===== src/rtl/cell_btn_input_pkg.sv =====
// Shared constants for the Michi board input path: FSM state encodings and cell index sizing.
// Also consumed by the board and win-check blocks.
package cell_btn_input_pkg;

    localparam int unsigned N_CELLS    = 9;
    localparam int unsigned CELL_IDX_W = 4;

    localparam logic [1:0] IDLE = 2'd0;
    localparam logic [1:0] ARM  = 2'd1;
    localparam logic [1:0] HELD = 2'd2;
    localparam logic [1:0] REL  = 2'd3;

endpackage


===== src/rtl/cell_btn_input_if.sv =====
// Button-side and board-side signal bundle of the cell input stage.
// The master drives buttons/enable; the slave (input stage) returns strobe, index and busy.
interface cell_btn_input_if #(
    parameter int unsigned N_BTN = 9
);
    import cell_btn_input_pkg::*;

    logic [N_BTN-1:0]      btn;
    logic                  en;
    logic                  cell_valid;
    logic [CELL_IDX_W-1:0] cell_idx;
    logic                  busy;

    modport master (
        output btn,
        output en,
        input  cell_valid,
        input  cell_idx,
        input  busy
    );

    modport slave (
        input  btn,
        input  en,
        output cell_valid,
        output cell_idx,
        output busy
    );

endinterface


===== src/rtl/btn_sync.sv =====
// Per-bit two-flop synchronizer for asynchronous button levels.
// Both stages clear to 0 on asynchronous reset.
module btn_sync #(
    parameter int unsigned W = 9
) (
    input  logic         clk,
    input  logic         rst_n,
    input  logic [W-1:0] d,
    output logic [W-1:0] q
);

    logic [W-1:0] meta_q;
    logic [W-1:0] sync_q;

    always_ff @(posedge clk or negedge rst_n) begin
        if (!rst_n) begin
            meta_q <= '0;
            sync_q <= '0;
        end else begin
            meta_q <= d;
            sync_q <= meta_q;
        end
    end

    assign q = sync_q;

endmodule


===== src/rtl/cell_btn_input.sv =====
// Debounced cell push-button input: one registered cell index plus a single-cycle strobe per
// accepted press; releases and bounces never strobe.
module cell_btn_input
    import cell_btn_input_pkg::*;
#(
    parameter int unsigned N_BTN     = N_CELLS,
    parameter int unsigned DB_CYCLES = 500000,
    parameter int unsigned CNT_W     = 20
) (
    input  logic             clk,
    input  logic             rst_n,
    cell_btn_input_if.slave  bus
);

    localparam logic [CNT_W-1:0] CNT_MAX = CNT_W'(DB_CYCLES - 1);

    logic [N_BTN-1:0]      s;
    logic [N_BTN-1:0]      cap_q, cap_d;
    logic [1:0]            state_q, state_d;
    logic [CNT_W-1:0]      cnt_q, cnt_d;
    logic                  valid_q, valid_d;
    logic [CELL_IDX_W-1:0] idx_q, idx_d;
    logic [CELL_IDX_W-1:0] enc_idx;
    logic                  s_one_hot;

    btn_sync #(
        .W (N_BTN)
    ) u_btn_sync (
        .clk   (clk),
        .rst_n (rst_n),
        .d     (bus.btn),
        .q     (s)
    );

    assign s_one_hot = (s != '0) && ((s & (s - N_BTN'(1))) == '0);

    // cap is always one-hot here, so OR-ing the set bit positions yields its index.
    always_comb begin
        enc_idx = '0;
        for (int i = 0; i < N_BTN; i++) begin
            if (cap_q[i]) enc_idx = enc_idx | CELL_IDX_W'(i);
        end
    end

    always_comb begin
        state_d = state_q;
        cap_d   = cap_q;
        cnt_d   = cnt_q;
        valid_d = 1'b0;
        idx_d   = idx_q;
        case (state_q)
            IDLE: begin
                if (bus.en && s_one_hot) begin
                    cap_d   = s;
                    cnt_d   = '0;
                    state_d = ARM;
                end
            end
            ARM: begin
                if (s != cap_q) begin
                    cnt_d   = '0;
                    state_d = IDLE;
                end else if (cnt_q == CNT_MAX) begin
                    valid_d = 1'b1;
                    idx_d   = enc_idx;
                    state_d = HELD;
                end else begin
                    cnt_d = cnt_q + CNT_W'(1);
                end
            end
            HELD: begin
                if (s == '0) begin
                    cnt_d   = '0;
                    state_d = REL;
                end
            end
            REL: begin
                if (s != '0) begin
                    cnt_d   = '0;
                    state_d = HELD;
                end else if (cnt_q == CNT_MAX) begin
                    state_d = IDLE;
                end else begin
                    cnt_d = cnt_q + CNT_W'(1);
                end
            end
            default: state_d = IDLE;
        endcase
    end

    always_ff @(posedge clk or negedge rst_n) begin
        if (!rst_n) begin
            state_q <= IDLE;
            cap_q   <= '0;
            cnt_q   <= '0;
            valid_q <= 1'b0;
            idx_q   <= '0;
        end else begin
            state_q <= state_d;
            cap_q   <= cap_d;
            cnt_q   <= cnt_d;
            valid_q <= valid_d;
            idx_q   <= idx_d;
        end
    end

    assign bus.cell_valid = valid_q;
    assign bus.cell_idx   = idx_q;
    assign bus.busy       = (state_q != IDLE);

endmodule


===== src/flat_wrapper.sv =====
// flat-port wrapper written by rule: the top's interface ports become plain ports
module cell_btn_input_flat import cell_btn_input_pkg::*;
#(
    parameter int unsigned N_BTN     = N_CELLS,
    parameter int unsigned DB_CYCLES = 500000,
    parameter int unsigned CNT_W     = 20
)
  (clk, rst_n, bus_btn, bus_en, bus_cell_valid, bus_cell_idx, bus_busy);
  cell_btn_input_if #(.N_BTN(N_BTN)) bus_i ();
  input  logic clk;
  input  logic rst_n;
  input wire logic [$bits(bus_i.btn)-1:0] bus_btn;
  input wire logic [$bits(bus_i.en)-1:0] bus_en;
  output wire logic [$bits(bus_i.cell_valid)-1:0] bus_cell_valid;
  output wire logic [$bits(bus_i.cell_idx)-1:0] bus_cell_idx;
  output wire logic [$bits(bus_i.busy)-1:0] bus_busy;
  assign bus_i.btn = bus_btn;
  assign bus_i.en = bus_en;
  assign bus_cell_valid = bus_i.cell_valid;
  assign bus_cell_idx = bus_i.cell_idx;
  assign bus_busy = bus_i.busy;
  cell_btn_input #(.N_BTN(N_BTN), .DB_CYCLES(DB_CYCLES), .CNT_W(CNT_W)) u_core (.clk(clk), .rst_n(rst_n), .bus(bus_i));
endmodule

===== config.mk =====
export PLATFORM = sky130hd
export DESIGN_NAME = cell_btn_input_flat
export DESIGN_NICKNAME = d
export VERILOG_FILES = /design/src/rtl/cell_btn_input_pkg.sv /design/src/rtl/cell_btn_input_if.sv /design/src/rtl/btn_sync.sv /design/src/rtl/cell_btn_input.sv /design/src/flat_wrapper.sv
export SDC_FILE = /design/constraint.sdc
export NUM_CORES = 1
export LEC_CHECK = 0
export CORE_ASPECT_RATIO = 0.6
export CORE_MARGIN = 3
export CORE_UTILIZATION = 30
export CTS_BUF_LIST = sky130_fd_sc_hd__clkbuf_8
export DETAILED_ROUTE_END_ITERATION = 12
export PLACE_DENSITY = 0.48
export SLEW_MARGIN = 25
export SYNTH_ARGS = -nofsm -noshare
export SYNTH_HDL_FRONTEND = slang
export SYNTH_SLANG_ARGS = --single-unit

===== constraint.sdc =====
create_clock -name clk -period 6.2 [get_ports clk]
set_clock_uncertainty 0.2 [all_clocks]
set_input_delay 1.24 -clock clk [delete_from_list [all_inputs] [get_ports clk]]
set_output_delay 1.24 -clock clk [all_outputs]
set_load 0.02 [all_outputs]

==> results of run 1 <==
[through the flow]
stage	cells	setup slack [ns]	cell area (um2)	utilization
CTS	357	3.112	2924	0.3652
finish	358	3.128	2935	0.3666
global placement	349	3.065	2814	0.3514
global route	358	3.071	2935	0.3666
detailed placement	349	3.048	2814	0.3514
floorplan	230	3.721	2525	-
[sequential cells by signal (all words and copies together), names as in the netlist]
signal,flops
u_core.cap_q,9
u_core.cnt_q,20
u_core.state_q,2
u_core.u_btn_sync.meta_q,9
u_core.u_btn_sync.q,9
u_core.bus.cell_idx,4
u_core.bus.cell_valid,1
[routing by layer]
metal	vias up	GRT usage	share of wire
met1	845	0.2038	0.58
met5	-	0	0
li1	884	-	-
met3	4	0.04106	0.065
met2	43	0.1352	0.34
met4	0	0.02954	0.011
[power breakdown]
part | internal [W] | leakage [nW] | total [W] | switching, W
sequential | 0.000367 | 0.708 | 0.000386 | 0.0000186
combinational | 0.0000319 | 0.470 | 0.0000672 | 0.0000353
clock | 0.000119 | 0.0556 | 0.000235 | 0.000116
total | 0.000518 | 1.23 | 0.000688 | 0.000170
[Yosys cell counts, types with 2 or more instances]
cell      instances
nor3_1            8
a21oi_1           6
clkbuf_1          4
nand4_1           7
nand3_1          10
dfrtp_1          54
and2_1            3
a21boi_0          2
a22o_1            3
a211o_1           5
nor3b_1           4
o211ai_1          5
mux2_2           13
xor2_1            3
and3_1            6
nor4_1            4
inv_1            11
nand2_1          10
a21o_1            2
buf_2             2
or4_1             6
nor2_1            8
or2_2             5
xnor2_1          11
and4_1            3
o21ai_0          16
o21a_1            2
[layout make-up]
| type | count | share of cell area |
|---|---|---|
| flip-flops and latches | 54 | 0.4604 |
| multi-input cells | 158 | 0.3794 |
| repair buffers | 19 | 0.06266 |
| well taps | 108 | 0.04604 |
| clock buffers | 5 | 0.02344 |
| clock inverters | 3 | 0.01407 |
| inverters | 11 | 0.01407 |
[how the worst max path moves through the flow]
stage	depth (start not counted)	slack, ns	endpoint
global placement	4	3.07	u_core.cap_q[4]
floorplan	3	3.72	u_core.cap_q[0]
global route	2	3.07	bus_busy
finish	2	3.13	bus_busy
CTS	2	3.11	bus_busy
detailed placement	4	3.05	u_core.cnt_q[9]
[cells in the final DEF (no fill, tap or decap), types with 2 or more instances in the layout]
| master | instances |
|---|---|
| a211o_1 | 5 |
| o21a_1 | 2 |
| or4_1 | 6 |
| o21ai_0 | 16 |
| and2_1 | 3 |
| clkdlybuf4s50_1 | 16 |
| nor3_1 | 8 |
| clkbuf_8 | 5 |
| a21o_1 | 2 |
| nor3b_1 | 4 |
| nor4_1 | 4 |
| and3_1 | 6 |
| nand4_1 | 7 |
| xnor2_1 | 11 |
| or2_2 | 5 |
| a21boi_0 | 2 |
| xor2_1 | 3 |
| mux2_2 | 13 |
| o211ai_1 | 5 |
| inv_1 | 12 |
| a22o_1 | 3 |
| nor2_1 | 8 |
| a21oi_1 | 6 |
| nand2_1 | 10 |
| nand3_1 | 10 |
| dfrtp_1 | 54 |
| and4_1 | 3 |
[cells by family (layout without fill, tap and decap cells)]
| family | after synthesis | after routing | synth area share |
|---|---|---|---|
| compound gates | 49 | 49 | 0.1353 |
| xor+xnor | 14 | 14 | 0.04856 |
| fa+ha+maj | 1 | 1 | 0.004955 |
| buf+inv | 18 | 38 | 0.02824 |
| flops | 54 | 54 | 0.5352 |
| mux | 13 | 13 | 0.05798 |
| simple gates | 81 | 81 | 0.1898 |
==> impl_metrics.yaml, run 1 <==
timing:
  setup_tns_ns: 0
  post-route-period-util: 0.4954
  rsz0062_at_grt: "false"
  slew_violations: 0
  fin_crit_ns: 3.072
  max_clock_freq_mhz: 325.6
  slew_headroom: 0.4079
  tightest_slew_ns: 0.8801
  whs_ns: 0.1529
  finalHoldViolCount: 0
  setup_violations: 0
die:
  boundaryPins: 18
  dieArea_um2: 9589
  rows: 25
  start_util: 0.3153
  die_x_um: 124.4
  die_y_um: 77.06
  fp.coreArea_um2: 8008
setup_path:
  cpMaxStageDelayCell: "clkdlybuf4s50_1"
  regToRegSetupSlack_ns: 3.45
  crit_type: "flop to primary output"
  critical-path-top-delay-family: "buffers and inverters"
  crit_required_ns: 4.76
  regToRegStartpoint: "u_core.cnt_q[0]"
  crit_path_end_kind: "primary output"
  crit_fanout: 6
  crit_start: "u_core.state_q[0]"
  path_buf_inv: 1
  r2r-end: "u_core.bus.cell_idx[0]"
  arrival_ns: 1.63
  worstRegToRegCells: 6
  cpPeakStageDelay_ns: 0.54
  crit_chain: "or2_2 -> clkdlybuf4s50_1"
  start_kind: "flop"
drt:
  dr.first_iter.drc_count: 173
  drc_errors: 0
  wl_per_cell_um: 14.99
  drtPass1Iterations: 4
  vias: 1776
  via_per_inst: 4.961
  wirelength_um: 5366
  ant_nets: 0
cts:
  cts_buffer_depth: 2
  cts_setup_buffers: 0
  cts-hold-fix-buffers: 0
  cts.clk_slew.worst_paths_ns: 0.10
  cts_made_buffers: 5
  cts_resized: 0
  clk_latency_ns: 0.31
  cts-root-buf: "clkbuf_8"
  clkSinkCount: 54
  cts.htree.levels: 2
  cts_tree: "built"
synth:
  yosysWarnings: 0
  ys_seq_area_frac: 0.5352
  syn_avg_cell_area_um2: 10.98
  synth_top_area_frac: 0.5352
  synth_cell_types: 44
  synth.largest_area_cell: "dfrtp_1"
  syn_inst: 230
  synth_area_um2: 2525
  synth_edf_count: 0
  ys_async_sr_fraction: 1.000
  ys.flop_type: "dfrtp_1"
  ys_ff_latch: 54
  synth_area_leaders: "dfrtp_1, mux2_2, xnor2_1, o21ai_0, nand3_1"
  synth_fp_nets: 243
finish:
  multi_input_area_um2: 1114
  nNetsFinal: 262
  register_area_um2: 1351
  syn_to_final_growth_pct: 16.25
  antennaDiodeCount: 0
  final_layout_size_suffix_gt1_frac: 0.1320
  fill_cells: 807
min_path:
  hp-start: "u_core.u_btn_sync.meta_q[3]"
  hold_path_depth: 0
  hold_path_class: "flop to flop"
  min_to: "u_core.u_btn_sync.q[3]"
power_and_ir_drop:
  power-per-cell-area_nw_per_um2: 234.3
  p_total_w: 0.0006878
  ir_drop_uv: 97.11
  leakagePower_nw: 1.233
global_route:
  antenna_found_initial: 0
  grt_overflow: 0
  track_usage: 0.1204
  first_global_vias: 1656
  grt_pass1_wl_um: 9059
  grt_max_degree: 55
run_status:
  outcome: "completed"
placement:
  dp_hpwl_um: 3791
  port_buffers: 17
  gp_congestion: 0.7776
job:
  cap_violations: 0
Power figures use the tool's default switching activity.
==> inputs of run 2 (changes only) <==
Clock period 6.2 ns to 2.95 ns, I/O delays scaled along.
==> impl_metrics.yaml, run 2 (synthesis results as in run 1) <==
drt:
  dr.first_iter.drc_count: 106
  ant_nets: 0
  drc_errors: 0
  drtPass1Iterations: 4
  wl_per_cell_um: 14.85
  vias: 1781
  wirelength_um: 5405
  via_per_inst: 4.893
power_and_ir_drop:
  p_int_w: 0.001032
  power_switching_w: 0.0003503
  power-per-cell-area_nw_per_um2: 468.8
  leakagePower_nw: 1.259
  p_clk_frac: 0.306
  sw_frac_of_total: 0.2533
  p_total_w: 0.001383
  p_seq_frac: 0.586
  ir_drop_uv: 202.1
  combPwrFrac: 0.108
die:
  fp.coreArea_um2: 8008
  start_util: 0.3153
  die_y_um: 77.06
  rows: 25
  boundaryPins: 18
  dieArea_um2: 9589
  die_x_um: 124.4
placement:
  port_buffers: 17
  placed_area_um2: 2848
  gp_congestion: 0.7783
  dp_hpwl_um: 4016
cts:
  cts.htree.levels: 2
  cts_made_buffers: 5
  cts_setup_buffers: 0
  clk_latency_ns: 0.30
  cts_tree: "built"
  cts-root-buf: "clkbuf_8"
  cts-hold-fix-buffers: 1
  cts.clk_slew.worst_paths_ns: 0.09
  cts_resized: 0
  clkSinkCount: 54
  cts_buffer_depth: 2
timing:
  fin_crit_ns: 2.643
  finalHoldViolCount: 0
  max_clock_freq_mhz: 378.3
  tightest_slew_ns: 0.4634
  post-route-period-util: 0.8961
  rsz0062_at_grt: "false"
  whs_ns: 0.1539
  setup_violations: 0
  setup_tns_ns: 0
  slew_headroom: 0.6905
  slew_violations: 0
min_path:
  hp-start: "u_core.u_btn_sync.meta_q[3]"
  hold_path_class: "flop to flop"
  hold_path_depth: 0
  min_to: "u_core.u_btn_sync.q[3]"
finish:
  final_area_um2: 2949
  fill_cells: 843
  nNetsFinal: 268
  largest_register_ffs: 20
  mostFrequentLayoutCell: "dfrtp_1"
  max_flop_register: "u_core.cnt_q"
  antennaDiodeCount: 0
  mostFrequentLayoutCells: "dfrtp_1, o21ai_0, clkdlybuf4s50_1"
  syn_to_final_growth_pct: 16.80
  final_layout_size_suffix_gt1_frac: 0.1484
setup_path:
  regToRegStartpoint: "u_core.cnt_q[1]"
  regToRegSetupSlack_ns: 0.31
  cpMaxStageDelayCell: "or4_1"
  cpPeakStageDelay_ns: 0.70
  crit_start: "u_core.cnt_q[1]"
  crit_path_end_kind: "flop"
  crit_type: "flop to flop"
  crit_chain: "ha_1 -> and4_1 -> and4_1 -> nand2_1 -> or4_1 -> mux2_2"
  start_kind: "flop"
  r2r-end: "u_core.bus.cell_idx[2]"
  crit_fanout: 6
  crit_required_ns: 2.95
  arrival_ns: 2.64
  worstRegToRegCells: 6
  crit_path_frequent_cell: "and4_1"
global_route:
  grt_overflow: 0
  grt_max_degree: 28
  antenna_found_initial: 0
  grt_pass1_wl_um: 9418
  first_global_vias: 1679
  track_usage: 0.1234
run_status:
  outcome: "completed"
job:
  cap_violations: 0
run 2: cell count changes in the layout (fill, tap and decap cells not counted), sizes merged:
cell         previous run  this run
buf                     3         8
clkinv                  0         1
dlygate4sd3             0         1
clkbuf                  5         6
clkinvlp                1         0
bufinv                  1         0
run 2: per-layer routing:
layer	part of all wire	track usage
met5	0	0
met4	0.0076	0.03282
met3	0.045	0.03271
met2	0.34	0.1352
met1	0.60	0.2159
run 2: stage by stage:
step / std cells / util / setup slack (ns)
6_report: 364 / 0.3683 / 0.3066
5_1_grt: 364 / 0.3683 / 0.1334
4_1_cts: 364 / 0.3683 / 0.2704
3_5_place_dp: 355 / 0.3556 / 0.2903
3_3_place_gp: 355 / 0.3556 / 0.3234
2_1_floorplan: 230 / - / 0.5639
run 2: layout make-up:
class / count / area, um2 / area share
Sequential cell: 54 / 1351 / 0.4582
Multi-Input combinational cell: 158 / 1102 / 0.3738
Timing Repair Buffer: 25 / 227.7 / 0.07722
Tap cell: 108 / 135.1 / 0.04582
Clock buffer: 6 / 82.58 / 0.02800
Inverter: 11 / 41.29 / 0.01400
Clock inverter: 2 / 8.758 / 0.002970
run 2: worst max-delay path, delay by kind of cell, from the launching register on:
family        cells  cell delay [ns]
simple gates      4             1.36
mux               1             0.32
flops             1             0.41
fa+ha+maj         1             0.24
run 2: how the worst max path moves through the flow:
stage,slack (ns),endpoint,depth (start not counted)
after floorplan,0.56,u_core.cnt_q[16],6
after global placement,0.32,u_core.cap_q[4],5
after detailed placement,0.29,u_core.cap_q[4],5
after CTS,0.27,u_core.cap_q[8],5
after global routing,0.13,u_core.bus.cell_idx[2],6
final,0.31,u_core.bus.cell_idx[2],6
run 2: power by group through the flow:
stage | clock network (W) | registers [W] | logic, W
finish | 0.000422 | 0.000810 | 0.000150
global route | 0.000476 | 0.000817 | 0.000167
CTS | 0.000445 | 0.000810 | 0.000156
detailed placement | 0 | 0.000825 | 0.000155
global placement | 0 | 0.000825 | 0.000153
floorplan | 0 | 0.000811 | 0.0000910
